**src/rtl/pulse_sched_pkg.sv**
```systemverilog
// Shared types and defaults for the two-source pulse burst scheduler.
package pulse_sched_pkg;

  localparam int CNT_W_DEF = 25;
  localparam int CNT_N_DEF = 8;

  localparam int REQ_UART = 0;
  localparam int REQ_KEY  = 1;

  typedef enum logic [1:0] {
    ST_IDLE = 2'd0,
    ST_LOAD = 2'd1,
    ST_RUN  = 2'd2,
    ST_DONE = 2'd3
  } sched_state_t;

endpackage

```
**src/rtl/rise_edge_det.sv**
```systemverilog
// Two-flop rising-edge detector for a level trigger flag.
module rise_edge_det (
  input  logic sys_clk,
  input  logic sys_rst_n,
  input  logic flag,
  output logic rise
);

  logic d1;
  logic d2;

  // Delay the flag by one and two cycles so a 0->1 step shows up as a one-cycle rise.
  always_ff @(posedge sys_clk or negedge sys_rst_n) begin
    if (!sys_rst_n) begin
      d1 <= 1'b0;
      d2 <= 1'b0;
    end else begin
      d1 <= flag;
      d2 <= d1;
    end
  end

  assign rise = d1 & ~d2;

endmodule

```
**src/rtl/pulse_burst_scheduler.sv**
```systemverilog
// Round-robin sharing of one pulse-burst generator between the UART and key triggers.
module pulse_burst_scheduler
  import pulse_sched_pkg::*;
#(
  parameter int CNT_W = CNT_W_DEF,
  parameter int CNT_N = CNT_N_DEF
) (
  input  logic             sys_clk,
  input  logic             sys_rst_n,
  input  logic             uart_flag,
  input  logic             key_flag,
  input  logic [CNT_W-1:0] cfg_period,
  input  logic [CNT_W-1:0] cfg_width,
  input  logic [CNT_N-1:0] cfg_count,
  input  logic             abort,
  output logic             pulse_out1,
  output logic             pulse_out2,
  output logic [1:0]       grant,
  output logic             busy,
  output logic             done,
  output logic             err
);

  localparam logic [CNT_W-1:0] CNT_ONE  = CNT_W'(1);
  localparam logic [CNT_N-1:0] LEFT_ONE = CNT_N'(1);

  sched_state_t     state_q, state_d;
  logic [1:0]       req_rise;
  logic [1:0]       pend_q, pend_d;
  logic             prio_key_q, prio_key_d;
  logic [1:0]       grant_q, grant_d;
  logic [CNT_W-1:0] per_q, per_d;
  logic [CNT_W-1:0] wid_q, wid_d;
  logic [CNT_N-1:0] num_q, num_d;
  logic [CNT_W-1:0] cnt_q, cnt_d;
  logic [CNT_N-1:0] left_q, left_d;
  logic             pulse1_q, pulse1_d;
  logic             pulse2_q, pulse2_d;
  logic             err_q, err_d;
  logic             pick_key;
  logic             pulse_hi;

  rise_edge_det u_uart_edge (
    .sys_clk   (sys_clk),
    .sys_rst_n (sys_rst_n),
    .flag      (uart_flag),
    .rise      (req_rise[REQ_UART])
  );

  rise_edge_det u_key_edge (
    .sys_clk   (sys_clk),
    .sys_rst_n (sys_rst_n),
    .flag      (key_flag),
    .rise      (req_rise[REQ_KEY])
  );

  // Arbitration, config check and burst sequencing; the round-robin pointer only
  // moves on a contested grant so simultaneous requests alternate between sources.
  always_comb begin
    state_d    = state_q;
    pend_d     = pend_q | req_rise;
    prio_key_d = prio_key_q;
    grant_d    = grant_q;
    per_d      = per_q;
    wid_d      = wid_q;
    num_d      = num_q;
    cnt_d      = cnt_q;
    left_d     = left_q;
    pulse1_d   = 1'b0;
    pulse2_d   = 1'b0;
    err_d      = err_q;
    pick_key   = 1'b0;
    pulse_hi   = (cnt_q >= (per_q - wid_q));

    case (state_q)
      ST_IDLE: begin
        err_d = 1'b0;
        if (|pend_q) begin
          if (&pend_q) begin
            pick_key   = prio_key_q;
            prio_key_d = ~prio_key_q;
          end else begin
            pick_key = pend_q[REQ_KEY];
          end
          if (pick_key) begin
            grant_d         = 2'b10;
            pend_d[REQ_KEY] = 1'b0;
          end else begin
            grant_d          = 2'b01;
            pend_d[REQ_UART] = 1'b0;
          end
          per_d   = cfg_period;
          wid_d   = cfg_width;
          num_d   = cfg_count;
          state_d = ST_LOAD;
        end
      end

      ST_LOAD: begin
        if (abort || (wid_q == '0) || (wid_q >= per_q) || (num_q == '0)) begin
          err_d   = 1'b1;
          state_d = ST_DONE;
        end else begin
          cnt_d   = '0;
          left_d  = num_q;
          state_d = ST_RUN;
        end
      end

      ST_RUN: begin
        if (abort) begin
          err_d   = 1'b1;
          state_d = ST_DONE;
        end else begin
          pulse1_d = grant_q[REQ_UART] & pulse_hi;
          pulse2_d = grant_q[REQ_KEY] & pulse_hi;
          if (cnt_q == (per_q - CNT_ONE)) begin
            left_d = left_q - LEFT_ONE;
            if (left_q == LEFT_ONE) begin
              state_d = ST_DONE;
            end else begin
              cnt_d = '0;
            end
          end else begin
            cnt_d = cnt_q + CNT_ONE;
          end
        end
      end

      ST_DONE: begin
        grant_d = 2'b00;
        err_d   = 1'b0;
        state_d = ST_IDLE;
      end

      default: begin
        state_d = ST_IDLE;
      end
    endcase
  end

  // FSM state register.
  always_ff @(posedge sys_clk or negedge sys_rst_n) begin
    if (!sys_rst_n) begin
      state_q <= ST_IDLE;
    end else begin
      state_q <= state_d;
    end
  end

  // Pending bits, shadow config, counters and registered outputs.
  always_ff @(posedge sys_clk or negedge sys_rst_n) begin
    if (!sys_rst_n) begin
      pend_q     <= 2'b00;
      prio_key_q <= 1'b0;
      grant_q    <= 2'b00;
      per_q      <= '0;
      wid_q      <= '0;
      num_q      <= '0;
      cnt_q      <= '0;
      left_q     <= '0;
      pulse1_q   <= 1'b0;
      pulse2_q   <= 1'b0;
      err_q      <= 1'b0;
    end else begin
      pend_q     <= pend_d;
      prio_key_q <= prio_key_d;
      grant_q    <= grant_d;
      per_q      <= per_d;
      wid_q      <= wid_d;
      num_q      <= num_d;
      cnt_q      <= cnt_d;
      left_q     <= left_d;
      pulse1_q   <= pulse1_d;
      pulse2_q   <= pulse2_d;
      err_q      <= err_d;
    end
  end

  assign pulse_out1 = pulse1_q;
  assign pulse_out2 = pulse2_q;
  assign grant      = grant_q;
  assign busy       = (state_q != ST_IDLE);
  assign done       = (state_q == ST_DONE);
  assign err        = err_q;

endmodule

```
**config.mk**
```make
export PLATFORM = sky130hd
export DESIGN_NAME = pulse_burst_scheduler
export DESIGN_NICKNAME = d
export VERILOG_FILES = /design/src/rtl/pulse_sched_pkg.sv /design/src/rtl/rise_edge_det.sv /design/src/rtl/pulse_burst_scheduler.sv
export SDC_FILE = /design/constraint.sdc
export NUM_CORES = 1
export LEC_CHECK = 0
export CORE_UTILIZATION = 40
export DETAILED_ROUTE_END_ITERATION = 12
export PLACE_DENSITY_LB_ADDON = 0.08
export SKIP_LAST_GASP = 1
export SLEW_MARGIN = 10
export SYNTH_ARGS = -nofsm -noshare
export SYNTH_HDL_FRONTEND = slang
export SYNTH_SLANG_ARGS = --single-unit
```
**constraint.sdc**
```tcl
create_clock -name sys_clk -period 11.2 [get_ports sys_clk]
set_clock_uncertainty 0.05 [all_clocks]
set_input_delay 3.36 -clock sys_clk [delete_from_list [all_inputs] [get_ports sys_clk]]
set_output_delay 3.36 -clock sys_clk [all_outputs]
set_load 0.01 [all_outputs]
```
### Yosys cells after proc, flatten, opt, wreduce, memory -nomap -nowiden

Index checks and enable logic that the tools add are counted.

* bits in registers: 105
* bits of input ports: 63
* output and inout port bits: 7

* add/subtract/negate cells: 4
* $lt $le $gt $ge: 2
* equality and inequality tests: 14
* mux-type cells: 32
* bitwise gates (word level): 8
* reduce and logical (&&, ||, !) cells: 19

Operator list (number)
* 25-bit two-way mux: 4
* 25-bit >= comparator: 2
* 25-bit one-hot mux with 2 select lines: 1
* 25-bit by 1-bit adder with 25-bit output (second input constant): 1
* 25-bit == test: 1
* 25-bit zero test: 1
* 25-bit by 1-bit subtractor with 25-bit output (second input constant): 1
* 25-bit subtractor: 1
* 8-bit two-way mux: 3
* 2-bit two-way mux: 8
* 8-bit one-hot mux with 2 select lines: 1
* 1-bit two-way mux: 12
* 2-bit inequality test (second input constant): 6
* 4-bit AND reduction: 3
* 3-bit inequality test (second input constant): 3
* 8-bit by 1-bit == test with 1-bit output (second input constant): 1
* 8-bit zero test: 1
* 2-bit one-hot mux with 4 select lines: 1
* 2-bit AND reduction: 4
* 8-bit by 1-bit subtractor with 8-bit output (second input constant): 1
* 2-bit nonzero test: 3
* 1-bit bitwise AND: 4
* 2-bit == test (second input constant): 2
* 2-bit one-hot mux with 2 select lines: 1
* 8 further kinds: 13

### Longest topological paths before layout

Gate-level depths: netlist of run 1.

* depth in word-level cells: 7
* depth in mapped cells: 22

### Hierarchy

A second synthesis of run 1 with hierarchy kept.

* cell total of the unflattened synthesis: 823
* area total of the unflattened synthesis: 7758.7 µm²

By module, submodules not included
* pulse_burst_scheduler: times used 1, cells each 817, area an instance 7631.1 µm², sequential area each 2527.4 µm²
* rise_edge_det: times used 2, cells each 3, area an instance 63.8 µm², sequential area each 50.0 µm²

### Least setup slack after synthesis of run 1

Ideal clock, no wire load.

* path kind: input -> register
* start point: input abort
* end point: register cnt_q[16]
* setup time: 0.126 ns
* arrival time: 4.846 ns
* setup slack: 6.178 ns
* stages on the path: 7
* path buffers: 1
* path through: a21oi_1 > o211ai_1 > nor4_1 > nor3_1 > o21bai_4 > buf_2 > a221o_1

* word-level cells in the longest chain between the ends: 5
* elaborated cells on any way between the ends: 6

Ends and longest elaborated chain
* start, declared: RTL line pulse_burst_scheduler.sv:15 `input logic abort,`
* 1-bit logical OR (3 in series): RTL line pulse_burst_scheduler.sv:100 `if (abort || (wid_q == '0) || (wid_q >= per_q) || (num_q == '0)) begin`
* 2-bit inequality test (no source line)
* 4-bit AND reduction (no source line) (*)
* end signal, assigned: RTL line pulse_burst_scheduler.sv:172 `cnt_q <= cnt_d;`
* end, declared: RTL line pulse_burst_scheduler.sv:35 `logic [CNT_W-1:0] cnt_q, cnt_d;`

Every way passes the cells marked *; elsewhere a longest branch is shown, timed or not.
A chain may end at the register's enable or synchronous reset.

### Worst setup path in the final report of run 1

* start point: input abort
* end point: register cnt_q[6]

Same word-level chain as after synthesis.

==> impl_metrics.ini, run 1 <==
[timing]
rsz0062_at_grt = false
setup_viol = 0
period_share_pct = 52.62
finalSetupTns_ns = 0
fmax_mhz = 169.7
relSlewSlack_pct = 30.74
finalWorstSetupSlack_ns = 5.306
hold_viol = 0
worstMarginPinSlew_ns = 1.039
fin_hold_ws_ns = 0.3329
fin_crit_ns = 5.894
report.final.slew_viol_count = 0

[job]
maxCapViolations = 0

[synth]
synth.most_common_cell = dfrtp_1
ys_top_cells_by_area = dfrtp_1 35%, ha_1 9.7%, mux2_2 9.2%, xnor2_1 3.9%, nor4_1 3.3%
yosysWarnings = 0
yosysSeqAreaShare_pct = 35.01
yosys_most_used_dff = dfrtp_1
synth_top_area_cell = dfrtp_1
yosys.area.top_type_share_pct = 35.01
synth_edf_count = 0
syn_nets = 910
syn_area_um2 = 7506
netlist_instances = 788
yosys-top-cells-count = 105 x dfrtp_1, 61 x mux2_2, 58 x ha_1
async_flop_share_pct = 100.0
synth-seq-cells = 105
synth.lib_cells_used.distinct = 62
synth_area_per_cell_um2 = 9.525

[status]
status = completed

[clocking]
cts_tree = yes
clk_latency_ns = 0.37
clk_pin_slew_ns = 0.08
cts_sinks = 105
cts_buffers = 9
post-cts-setup-buffers = 0
cts_hold_buf = 0
cts-htree-levels = 3
post_cts_resized = 0
clockBufferDepth = 2
clock-root-buffer = clkbuf_16

[setup_path]
rrSetupSlack_ns = 6.26
critical-path-top-delay-family = compound AO/OA/AOI/OAI gates
crit_slowest_cell = nor4_1
cp-end-kind = flop
cp-start-kind = primary input
path_buf_inv = 2
path_cells = clkdlybuf4s50_1 -> a21oi_1 -> o211ai_1 -> nor4_1 -> nor3_2 -> buf_4 -> o21bai_4 -> a221o_1
cp_max_fo = 26
crit_required_ns = 11.40
arrival_ns = 6.09
critical_path_class = primary input to flop
cpPeakStageDelay_ns = 0.64

[floorplan]
dieWidth_um = 139.0
start_util_pct = 41.36
coreArea_um2 = 18150
die-area_um2 = 19320
fp-row-count = 49
die_h_um = 139.0
ioPinCount = 70

[finish]
diodes = 0
nFillCells = 1705
syn2layout_area_growth_pct = 16.15
nets = 964
multiInputGateArea_um2 = 4568
post-route-util_pct = 48.04
seq_area_um2 = 2628
drive_above_1_share_pct = 12.16

[power_and_ir_drop]
p_per_area_nw_per_um2 = 315.7
peakVddDrop_mv = 0.1123
leakage_uw = 0.003902

[detailed_routing]
vias = 6237
drt_iter0_drc = 314
vias_per_cell = 5.796
wl_um = 19970
routedWlPerCell_um = 18.56
final_antenna_net_count = 0
drcViolationCount = 0
drt-pass1-iter-count = 6

[placed_design]
portBuffers = 69
dp_slack_ns = 4.978
dp_hpwl_um = 15480
finalWeightedCongestion = 0.8662

[global_routing]
grt-ovfl-total = 0
grt_max_degree = 63
grt_pass1_vias = 6303
grt_antenna_before_repair = 0
grtUsageTotal_pct = 21.69
grt_pass1_wl_um = 33110

[worst_hold_path]
holdCritPathClass = flop to flop
## flip-flops by register name, indices dropped and copies added, names as in the netlist
name / cells
cnt_q: 25
per_q: 25
wid_q: 25
left_q: 8
num_q: 8
grant: 2
pend_q: 2
state_q: 2
err: 1
prio_key_q: 1
pulse_out1: 1
pulse_out2: 1
u_key_edge.d1: 1
u_key_edge.d2: 1
u_uart_edge.d1: 1
u_uart_edge.d2: 1
## cells in the final DEF, fill, tap and decap left out, types with 16 or more instances in the layout
cell type and n:
a211o_1 16, a21o_1 17, a21oi_1 44, and3_1 21, clkdlybuf4s50_1 68, dfrtp_1 105, ha_1 58, inv_1 54
mux2_2 61, nand2_1 38, nand3_1 29, nor2_1 35, nor3_1 18, nor4_1 39, xnor2_1 33, xor2_1 22
## power by group
group / switching, uW / internal [uW]
combinational: 914 / 754
sequential: 211 / 524
clock: 167 / 182
total: 1290 / 1460
## worst paths after layout
| check | startpoint | end | cells past startpoint |
|---|---|---|---|
| max in group asynchronous | sys_rst_n | per_q[22] | 2 |
| worst min-delay path | u_uart_edge.d1 | u_uart_edge.d2 | 0 |
| worst max-delay path | abort | cnt_q[6] | 8 |
| worst max register to register | per_q[0] | pulse_out2 | 21 |
| worst min register to register | u_uart_edge.d1 | u_uart_edge.d2 | 0 |
| min in group asynchronous | sys_rst_n | per_q[5] | 1 |
## through the flow
| stage | cell area, um2 | power [uW] | std cells |
|---|---|---|---|
| 3_3_place_gp | 8396 | 2343 | 1060 |
| 6_report | 8718 | 2752 | 1076 |
| 5_1_grt | 8718 | 2990 | 1076 |
| 2_1_floorplan | 7506 | 1943 | 788 |
| 3_5_place_dp | 8396 | 2410 | 1060 |
| 4_1_cts | 8718 | 2767 | 1076 |
## cells by family (layout without fill, tap and decap cells)
logic type      count (synthesis)  count (layout)  share of synthesized area [%]
xor+xnor                       55              55                          6.418
flops                         105             105                          35.01
fa+ha+maj                      59              59                          9.935
buf+inv                        83             142                          4.351
mux                            64              64                          9.568
simple gates                  268             268                          20.10
compound gates                154             154                          14.62
## final cells by class
cell class	count	area share, %
multi-input combinational	600	52.40
timing repair buffer	72	8.152
clock buffer	9	2.583
inverter	54	2.325
tap	229	3.286
clock inverter	7	1.119
sequential	105	30.14
## layer usage
layer | global-route usage, % | up-vias | wire length [um] | part of all wire (%)
met5 | 0 | - | 0 | 0
met4 | 8.246 | 0 | 526 | 2.6
met3 | 3.695 | 36 | 751 | 3.8
met2 | 33.79 | 147 | 8911 | 45
met1 | 30.04 | 3020 | 9785 | 49
li1 | - | 3034 | - | -
## worst reg2reg max path: cells and delay by family, from the launching register on
family	cells	cell delay, ns
AOI/OAI and AO/OA	9	1.97
and+or+nand+nor	6	1.23
adders and majority gates	3	0.88
DFF	1	0.43
buffers and inverters	2	0.18
xor gates and xnor gates	1	0.13
No activity file was read; power rests on OpenSTA's default activity.
==> inputs of run 2 (changes only) <==
==> constraint.sdc (replaced) <==
create_clock -name sys_clk -period 4.96 [get_ports sys_clk]
set_clock_uncertainty 0.05 [all_clocks]
set_input_delay 1.488 -clock sys_clk [delete_from_list [all_inputs] [get_ports sys_clk]]
set_output_delay 1.488 -clock sys_clk [all_outputs]
set_load 0.01 [all_outputs]
==> run 2 against run 1 <==
Effect of this change: critical path depth up 9; critical path type is now flop to flop; routed wire length down 0.34%; sequential share of layout area down 0.10 points; die area unchanged; via count up 0.59%; non-clock buffer count up 3; design area up 0.34%; flip-flop and latch count unchanged; sequential power up 130%; register-to-register slack worse by 5.8 ns.
==> impl_metrics.ini, run 2 (synthesized netlist as in run 1, its figures left out) <==
[detailed_routing]
drcViolationCount = 0
drt_iter0_drc = 346
drt-pass1-iter-count = 6
routedWlPerCell_um = 18.45
final_antenna_net_count = 0
vias_per_cell = 5.815
vias = 6274
wl_um = 19910

[floorplan]
fp-row-count = 49
dieWidth_um = 139.0
coreArea_um2 = 18150
die-area_um2 = 19320
ioPinCount = 70
start_util_pct = 41.36
die_h_um = 139.0

[setup_path]
critical-path-top-delay-family = compound AO/OA/AOI/OAI gates
cp_max_fo = 5
r2r-start = per_q[6]
path_buf_inv = 0
rr_endpoint = pulse_out2
cp-end-kind = flop
crit_slowest_cell = nor4b_1
crit_required_ns = 5.16
cpPeakStageDelay_ns = 0.54
path_cells = ha_1 -> a211oi_1 -> o21ai_0 -> nor4b_1 -> nor3b_1 -> nor2_1 -> o21ai_0 -> a211oi_1 -> nor2_1 -> xnor2_1 -> ha_1 -> a21o_1 -> a21oi_1 -> o2111ai_1 -> o21ai_0 -> a211oi_2 -> and2_1
rr_worst_depth = 17
rrSetupSlack_ns = 0.49
cp.depth = 17
crit_path_frequent_cell = o21ai_0
cp-start-kind = flop
critical_path_class = flop to flop
arrival_ns = 4.67

[clocking]
cts_tree = yes
clk_latency_ns = 0.37
clockBufferDepth = 2
cts-htree-levels = 3
clk_pin_slew_ns = 0.09
cts_buffers = 9
clock-root-buffer = clkbuf_16
post-cts-setup-buffers = 0
cts_sinks = 105

[worst_hold_path]
hold-path-cell-count = 0
holdCritPathClass = flop to flop
min_from = u_key_edge.d1
holdPathEnd = u_key_edge.d2

[timing]
relSlewSlack_pct = 32.41
fin_crit_ns = 4.471
report.final.slew_viol_count = 0
setup_viol = 0
finalSetupTns_ns = 0
period_share_pct = 90.15
rsz0062_at_grt = false
worstMarginPinSlew_ns = 1.014
fmax_mhz = 223.6
hold_viol = 0

[power_and_ir_drop]
peakVddDrop_mv = 0.2947
p_seq_share_pct = 26.8
swShare_pct = 46.80
p_per_area_nw_per_um2 = 711.3
leakage_uw = 0.003919
clkPwrFrac_pct = 12.5
p_comb_share_pct = 60.8
internal-power_uw = 3311
p_switching_uw = 2912

[finish]
syn2layout_area_growth_pct = 16.55
drive_above_1_share_pct = 12.59
nFillCells = 1695
layout_common_cells = 105 x dfrtp_1, 68 x clkdlybuf4s50_1, 61 x mux2_2
finalNonFillerCells = 1079
diodes = 0
top_regs = cnt_q: 25 flops, per_q: 25 flops, wid_q: 25 flops
nets = 967
post-route-util_pct = 48.21
final_common_cell = dfrtp_1

[placed_design]
placed_cells = 1063
portBuffers = 69
dp_hpwl_um = 15090
finalWeightedCongestion = 0.8815

[job]
maxCapViolations = 0

[global_routing]
grt-ovfl-total = 0
grt_pass1_vias = 6167
grt_pass1_wl_um = 32370
grtUsageTotal_pct = 21.14
grt_antenna_before_repair = 0
grt_max_degree = 106

[status]
status = completed
==> run 2: worst register-to-register path: stages, from the launching register on <==
cell and delay, ns:
dfrtp_1 0.46, ha_1 0.39, a211oi_1 0.33, o21ai_0 0.19, nor4b_1 0.54, nor3b_1 0.14
nor2_1 0.18, o21ai_0 0.20, a211oi_1 0.28, nor2_1 0.09, xnor2_1 0.18, ha_1 0.28
a21o_1 0.17, a21oi_1 0.19, o2111ai_1 0.12, o21ai_0 0.27, a211oi_2 0.12, and2_1 0.17
==> run 2: routing by layer <==
metal / vias to the layer above / track usage, % / routed length, um
met4: 0 / 8.187 / 570
met2: 159 / 32.96 / 8942
met1: 3030 / 29.58 / 9670
li1: 3048 / - / -
met5: - / 0 / 0
met3: 37 / 3.004 / 723
==> run 2: power groups by stage <==
stage / clock network (uW) / registers, uW / logic, uW
6_report: 775 / 1660 / 3780
4_1_cts: 800 / 1660 / 3780
5_1_grt: 832 / 1720 / 4190
3_3_place_gp: 0 / 1660 / 3650
2_1_floorplan: 0 / 1470 / 2920
3_5_place_dp: 0 / 1680 / 3770
==> run 2: layout make-up <==
type,count,area [um2],area share (%)
tap,229,286.5,3.275
multi-input combinational,600,4573,52.27
clock buffer,10,239.0,2.732
sequential,105,2628,30.03
timing repair buffer,75,745.7,8.524
clock inverter,6,73.82,0.8438
inverter,54,202.7,2.317
==> run 2: worst max-delay path by stage <==
stage,endpoint,from,slack (ns)
finish,pulse_out2,per_q[6],0.49
global route,pulse_out1,per_q[0],0.08
CTS,pulse_out1,per_q[0],0.47
detailed placement,pulse_out1,per_q[0],0.51
global placement,pulse_out1,per_q[0],0.62
floorplan,pulse_out1,per_q[0],0.99
==> run 2: what timing repair did <==
| action | CTS | global route |
|---|---|---|
| endpoints found under the setup margin | 0 | 2 |
| hold buffers | 0 | 0 |
| gates resized for setup | 0 | 1 |
| endpoints found under the hold margin | 0 | 0 |
==> run 2: stage by stage <==
stage                     cell area (um2)  total power, uW  setup WS (ns)  hold slack [ns]
after floorplan                      7506             4388         0.9884           0.3040
after global placement               8431             5311         0.6156           0.3138
after global routing                 8748             6736        0.08082           0.3438
final                                8748             6223         0.4887           0.3370
after CTS                            8743             6245         0.4735           0.3413
after detailed placement             8431             5449         0.5130           0.3238
